File: config.mk
export PLATFORM = sky130hd
export DESIGN_NAME = mic_note_filter_flat
export DESIGN_NICKNAME = d
export VERILOG_FILES = /design/src/rtl/mic_note_filter_if.sv /design/src/rtl/mic_note_filter.sv /design/src/flat_wrapper.sv
export SDC_FILE = /design/constraint.sdc
export NUM_CORES = 1
export LEC_CHECK = 0
export CAP_MARGIN = 20
export CORE_ASPECT_RATIO = 0.75
export CORE_UTILIZATION = 63
export DETAILED_ROUTE_END_ITERATION = 16
export PLACE_DENSITY_LB_ADDON = 0.15
export SLEW_MARGIN = 15
export SYNTH_ARGS = -nofsm -noshare
export SYNTH_HDL_FRONTEND = slang
export SYNTH_SLANG_ARGS = --single-unit
File: constraint.sdc
create_clock -name clk_in -period 4.2 [get_ports clk_in]
set_clock_uncertainty 0.2 [all_clocks]
set_input_delay 0.84 -clock clk_in [delete_from_list [all_inputs] [get_ports clk_in]]
set_output_delay 0.84 -clock clk_in [all_outputs]
set_load 0.1 [all_outputs]
File: src/rtl/mic_note_filter_if.sv
// Bundles the mic_note_filter frame input and filtered-note output signals.
// The master side drives detector frames; the slave side is the filter.
`timescale 1ns/1ps
interface mic_note_filter_if;
  logic        raw_valid;
  logic [6:0]  raw_note;
  logic [11:0] raw_level;
  logic [6:0]  mic_note;
  logic        note_stable;
  logic        note_change;

  modport master (
    output raw_valid, raw_note, raw_level,
    input  mic_note, note_stable, note_change
  );

  modport slave (
    input  raw_valid, raw_note, raw_level,
    output mic_note, note_stable, note_change
  );
endinterface

File: src/rtl/mic_note_filter.sv
// mic_note_filter: debounces and hysteretically filters raw pitch-detector
// frames into a 7-bit note code (0 = silence). Quiet or reserved frames read
// as silence, and a long gap between frames forces silence.
// Optional macro MIC_NOTE_FILTER_SEMITONE_TOL_EN: while a note is held, a
// frame within +/-1 of it counts as the same note.
`timescale 1ns/1ps
module mic_note_filter #(
  parameter int          CONFIRM_COUNT  = 4,
  parameter int          RELEASE_COUNT  = 3,
  parameter logic [11:0] LEVEL_THRESH   = 12'd200,
  parameter int          TIMEOUT_CYCLES = 5_000_000
) (
  input  logic            clk_in,
  input  logic            rst_in,
  mic_note_filter_if.slave bus
);

  localparam int              TW       = $clog2(TIMEOUT_CYCLES + 1);
  localparam logic [TW-1:0]   TMO_LAST = TW'(TIMEOUT_CYCLES - 1);
  localparam logic [3:0]      CONF     = 4'(CONFIRM_COUNT);
  localparam logic [3:0]      REL      = 4'(RELEASE_COUNT);

  typedef enum logic [1:0] {SILENT, CANDIDATE, LOCKED, RELEASE} state_t;

  state_t        state_q;
  logic [6:0]    mic_q, cand_q;
  logic [3:0]    cnt_q;
  logic [TW-1:0] tmo_q;
  logic          stable_q, change_q;

  logic [6:0]    eff;
  logic [3:0]    cnt_inc;
  logic [TW-1:0] tmo_inc;
  logic          near_mic, do_commit;
  logic [6:0]    commit_val;

  // Frame qualification, saturating match count and the held-note compare.
  always_comb begin
    eff = 7'd0;
    if (bus.raw_level >= LEVEL_THRESH && bus.raw_note != 7'd0 && bus.raw_note <= 7'd123)
      eff = bus.raw_note;
    cnt_inc = (cnt_q == 4'hF) ? 4'hF : cnt_q + 4'd1;
    tmo_inc = tmo_q + TW'(1);
`ifdef MIC_NOTE_FILTER_SEMITONE_TOL_EN
    near_mic = (mic_q != 7'd0) && (eff != 7'd0) &&
               ((eff == mic_q) ||
                ({1'b0, eff} == {1'b0, mic_q} + 8'd1) ||
                ({1'b0, eff} + 8'd1 == {1'b0, mic_q}));
`else
    near_mic = (eff == mic_q);
`endif
    // Leaving a held note: either the first differing frame (RELEASE_COUNT=1)
    // or the frame completing a run of identical differing frames.
    commit_val = (state_q == LOCKED) ? eff : cand_q;
    do_commit  = bus.raw_valid && !near_mic &&
                 (((state_q == LOCKED) && (REL == 4'd1)) ||
                  ((state_q == RELEASE) && (eff == cand_q) && (cnt_inc == REL)));
  end

  // Filter state machine with registered outputs and the frame-gap timeout.
  always_ff @(posedge clk_in or negedge rst_in) begin
    if (!rst_in) begin
      state_q  <= SILENT;
      mic_q    <= 7'd0;
      cand_q   <= 7'd0;
      cnt_q    <= 4'd0;
      tmo_q    <= '0;
      stable_q <= 1'b0;
      change_q <= 1'b0;
    end else begin
      change_q <= 1'b0;
      if (bus.raw_valid) begin
        tmo_q <= '0;
        if (do_commit) begin
          mic_q    <= commit_val;
          change_q <= (commit_val != mic_q);
          cand_q   <= commit_val;
          if (commit_val == 7'd0) begin
            state_q  <= SILENT;
            stable_q <= 1'b0;
            cnt_q    <= 4'd0;
          end else begin
            state_q  <= LOCKED;
            stable_q <= 1'b1;
            cnt_q    <= cnt_inc;
          end
        end else begin
          case (state_q)
            SILENT: begin
              if (eff != 7'd0) begin
                cand_q <= eff;
                cnt_q  <= 4'd1;
                if (CONF == 4'd1) begin
                  state_q  <= LOCKED;
                  mic_q    <= eff;
                  change_q <= (eff != mic_q);
                  stable_q <= 1'b1;
                end else begin
                  state_q <= CANDIDATE;
                end
              end
            end
            CANDIDATE: begin
              if (eff == 7'd0) begin
                state_q <= SILENT;
                cnt_q   <= 4'd0;
              end else if (eff == cand_q) begin
                cnt_q <= cnt_inc;
                if (cnt_inc == CONF) begin
                  state_q  <= LOCKED;
                  mic_q    <= cand_q;
                  change_q <= (cand_q != mic_q);
                  stable_q <= 1'b1;
                end
              end else begin
                cand_q <= eff;
                cnt_q  <= 4'd1;
              end
            end
            LOCKED: begin
              if (!near_mic) begin
                state_q  <= RELEASE;
                stable_q <= 1'b0;
                cand_q   <= eff;
                cnt_q    <= 4'd1;
              end
            end
            RELEASE: begin
              if (near_mic) begin
                state_q  <= LOCKED;
                stable_q <= 1'b1;
              end else if (eff == cand_q) begin
                cnt_q <= cnt_inc;
              end else begin
                cand_q <= eff;
                cnt_q  <= 4'd1;
              end
            end
            default: state_q <= SILENT;
          endcase
        end
      end else if (tmo_inc == TMO_LAST) begin
        // Detector went quiet: drop to silence, pulsing only if a note was out.
        tmo_q    <= '0;
        state_q  <= SILENT;
        cnt_q    <= 4'd0;
        stable_q <= 1'b0;
        if (mic_q != 7'd0) begin
          mic_q    <= 7'd0;
          change_q <= 1'b1;
        end
      end else begin
        tmo_q <= tmo_inc;
      end
    end
  end

  assign bus.mic_note    = mic_q;
  assign bus.note_stable = stable_q;
  assign bus.note_change = change_q;

endmodule
File: src/flat_wrapper.sv
// flat-port wrapper written by rule: the top's interface ports become plain ports
module mic_note_filter_flat 
#(
  parameter int          CONFIRM_COUNT  = 4,
  parameter int          RELEASE_COUNT  = 3,
  parameter logic [11:0] LEVEL_THRESH   = 12'd200,
  parameter int          TIMEOUT_CYCLES = 5_000_000
)
  (clk_in, rst_in, bus_raw_valid, bus_raw_note, bus_raw_level, bus_mic_note, bus_note_stable, bus_note_change);
  mic_note_filter_if bus_i ();
  input  logic clk_in;
  input  logic rst_in;
  input wire logic [$bits(bus_i.raw_valid)-1:0] bus_raw_valid;
  input wire logic [$bits(bus_i.raw_note)-1:0] bus_raw_note;
  input wire logic [$bits(bus_i.raw_level)-1:0] bus_raw_level;
  output wire logic [$bits(bus_i.mic_note)-1:0] bus_mic_note;
  output wire logic [$bits(bus_i.note_stable)-1:0] bus_note_stable;
  output wire logic [$bits(bus_i.note_change)-1:0] bus_note_change;
  assign bus_i.raw_valid = bus_raw_valid;
  assign bus_i.raw_note = bus_raw_note;
  assign bus_i.raw_level = bus_raw_level;
  assign bus_mic_note = bus_i.mic_note;
  assign bus_note_stable = bus_i.note_stable;
  assign bus_note_change = bus_i.note_change;
  mic_note_filter #(.CONFIRM_COUNT(CONFIRM_COUNT), .RELEASE_COUNT(RELEASE_COUNT), .LEVEL_THRESH(LEVEL_THRESH), .TIMEOUT_CYCLES(TIMEOUT_CYCLES)) u_core (.clk_in(clk_in), .rst_in(rst_in), .bus(bus_i));
endmodule
==> flow_metrics.py <==
metrics = {
    "floorplan": {
        "die_h_um": 65.93,
        "die-area_um2": 5752,
        "ioPinCount": 31,
        "die_w_um": 87.24,
        "initial_core_util": 0.6779,
        "rows": 22,
        "core_um2": 5065,
    },
    "finish": {
        "final_nets": 441,
        "fin_cells": 489,
        "area_growth_pct": 13.45,
        "seq_area_um2": 1126,
        "multi_input_area_um2": 2172,
        "diodes": 0,
        "design_area_um2": 3895,
        "fillCellCount": 377,
        "drive_above_1_share": 0.08153,
    },
    "synthesis": {
        "async_reset_ff_frac": 1.000,
        "synth_top_area_frac": 0.3280,
        "avgSynthCellArea_um2": 8.670,
        "yosysWarningCount": 0,
        "synth_area_leaders": "dfrtp_1, xnor2_1, nand2_1, nor2_1, xor2_1",
        "synth.most_common_cell": "nand2_1",
        "netlist_instances": 396,
        "synth_edf_count": 0,
        "synth_common_cells": "nand2_1, dfrtp_1, nor2_1",
        "synth_top_flop_cell": "dfrtp_1",
        "synth_nets": 421,
        "synth_seq_area_share": 0.3280,
        "synth_top_area_cell": "dfrtp_1",
        "yosysUniqueCellTypes": 75,
        "syn_area_um2": 3433,
        "ys_seq_elements": 45,
    },
    "setup_path": {
        "cpMaxStageDelayCell": "o311ai_1",
        "crit_type": "primary input to flop",
        "cp_num_buf_inv": 2,
        "crit_fanout": 6,
        "arrival_ns": 3.83,
        "cp-end-kind": "flop",
        "critPathTopFamily": "compound AO/OA/AOI/OAI gates",
        "critPathRequiredTime_ns": 4.25,
        "worstPathCellList": "clkdlybuf4s50_1 > o311ai_1 > a22oi_1 > a21boi_0 > a2111oi_4 > buf_4 > o21a_1 > nor4b_1 > o22a_1",
        "cp_slowest_stage_delay_ns": 0.63,
        "crit_path_start_kind": "primary input",
    },
    "power_and_ir_drop": {
        "power.density_nw_per_um2": 276.7,
        "p_leak_nw": 1.541,
        "ir_drop_uv": 219.9,
        "power.total_mw": 1.078,
    },
    "routing": {
        "drtPass1Iterations": 5,
        "wl_per_cell_um": 17.45,
        "drc_errors": 0,
        "post_drt_via_cell_ratio": 6.448,
        "drtIter0Drc": 346,
        "ant_nets": 0,
        "drt-total-wl_mm": 8.531,
        "dr_total_vias": 3153,
    },
    "clock_tree": {
        "htree_levels": 2,
        "clk_pin_slew_worst_paths_ns": 0.10,
        "cts.sinks": 45,
        "cts_made_buffers": 5,
        "cts_root_buffer": "clkbuf_8",
        "clock_path_buffers": 2,
        "cts_setup_buffers": 0,
        "cts_tree": "done",
        "clk_latency_ns": 0.31,
    },
    "place": {
        "dpl_cell_area_um2": 3744,
        "placed_cells": 480,
        "port-buffer-count": 27,
        "gp_congestion": 0.8759,
        "dp_hpwl_mm": 6.294,
    },
    "timing": {
        "worstMarginPinSlew_ns": 0.9749,
        "maxSlewViolCount": 0,
        "slew_headroom": 0.3480,
        "fin_tns_setup_ns": 0,
        "post-route-period-util": 0.9003,
        "hold_viol_final": 0,
        "setup_viol": 0,
        "rsz0062_at_grt": "no",
        "max_freq_mhz": 264.5,
        "fin_crit_ns": 3.781,
    },
    "global_routing": {
        "grtUsageTotal": 0.3153,
        "grt_max_degree": 46,
        "first_global_vias": 2884,
        "grt_overflow": 0,
        "grt_pass1_wl_mm": 14.08,
        "antenna_found_initial": 0,
    },
    "worst_hold_path": {
        "hp-class": "primary input to asynchronous set/reset pin",
    },
    "job": {
        "cap_violations": 0,
    },
    "status": {
        "status": "completed",
    },
}
## area by class of cell
cell class              count  area share
multi-input cells         316      0.5577
repair buffers             35     0.08673
flip-flops and latches     45      0.2891
well taps                  72     0.02313
inverters                  13     0.01253
clock buffers               6     0.02120
clock inverters             2    0.009637
## worst paths after layout
| path | start | end | slack [ns] | cells past startpoint |
|---|---|---|---|---|
| min in group clk_in | u_core.tmo_q[0]$_DFF_PN0_ | u_core.tmo_q[0]$_DFF_PN0_ | 0.34 | 1 |
| min reg2reg | u_core.tmo_q[0]$_DFF_PN0_ | u_core.tmo_q[0]$_DFF_PN0_ | 0.34 | 1 |
| max reg2reg | u_core.tmo_q[3]$_DFF_PN0_ | u_core.tmo_q[7]$_DFF_PN0_ | 0.82 | 7 |
| max in group asynchronous | rst_in | u_core.cnt_q[1]$_DFFE_PN0P_ | 3.06 | 2 |
| min | rst_in | u_core.tmo_q[9]$_DFF_PN0_ | 0.24 | 1 |
| max | bus_raw_level[5] | u_core.cnt_q[2]$_DFFE_PN0P_ | 0.42 | 9 |
## cells by family (layout without fill, tap and decap cells)
| group | count (synthesis) | count (layout) | synth area share |
|---|---|---|---|
| compound gates | 76 | 76 | 0.1855 |
| xor+xnor | 46 | 46 | 0.1195 |
| fa+ha+maj | 3 | 3 | 0.01093 |
| buf+inv | 35 | 56 | 0.04264 |
| flops | 45 | 45 | 0.3280 |
| mux | 10 | 10 | 0.02916 |
| simple gates | 181 | 181 | 0.2843 |
## cell usage in the layout (no fill, tap or decap), types with 4 or more instances in the layout
master           netlist  routed
a211oi_1               5       5
a21oi_1                8       8
and2_1                 6       6
and3_1                 7       7
and4_1                 4       4
buf_4                  0       7
clkbuf_8               0       6
clkdlybuf4s50_1        0      26
dfrtp_1               45      45
inv_1                 12      12
mux2i_1               10      10
nand2_1               46      46
nand2b_1               5       5
nand3_1               21      21
nand4_1                5       5
nor2_1                39      39
nor3_1                 7       7
nor4_1                13      13
o21ai_0               12      12
o22ai_1                4       4
or3_1                  5       5
xnor2_1               29      29
xor2_1                16      16
## worst reg2reg max path, delay by kind of cell (launching register included)
| family | cells | cell delay (ns) |
|---|---|---|
| simple gates | 6 | 2.22 |
| flops | 1 | 0.47 |
| mux | 1 | 0.36 |
## sequential cells by signal, indices dropped and copies added (netlist names)
register / flops
u_core.cnt_q: 4
u_core.bus.note_stable: 1
u_core.tmo_q: 23
u_core.bus.note_change: 1
u_core.cand_q: 7
u_core.state_q: 2
u_core.bus.mic_note: 7
## power breakdown
group | total [mW] | switching (mW) | internal, mW
clock | 0.357 | 0.163 | 0.194
sequential | 0.493 | 0.0405 | 0.453
combinational | 0.228 | 0.139 | 0.0893
## metrics by stage
stage                 util  hold slack (ns)  setup slack, ns
CTS                 0.7628           0.3324           0.3374
finish              0.7690           0.2351           0.4186
detailed placement  0.7391           0.3147         -0.01801
global placement    0.7391           0.3117           0.1870
global route        0.7690           0.2622           0.2026
floorplan                -           0.2790           0.9532
## per-layer routing
metal / global-route usage / part of all wire
met3: 0.04994 / 0.063
met1: 0.4782 / 0.49
met4: 0.06967 / 0.0076
met5: 0 / 0
met2: 0.4697 / 0.44
## timing repair
| action | CTS | global route |
|---|---|---|
| gates resized for setup | 0 | 1 |
| setup endpoints to repair | 0 | 6 |
| endpoints found under the hold margin | 0 | 0 |
| hold buffers | 0 | 0 |
Power figures use the tool's default switching activity.
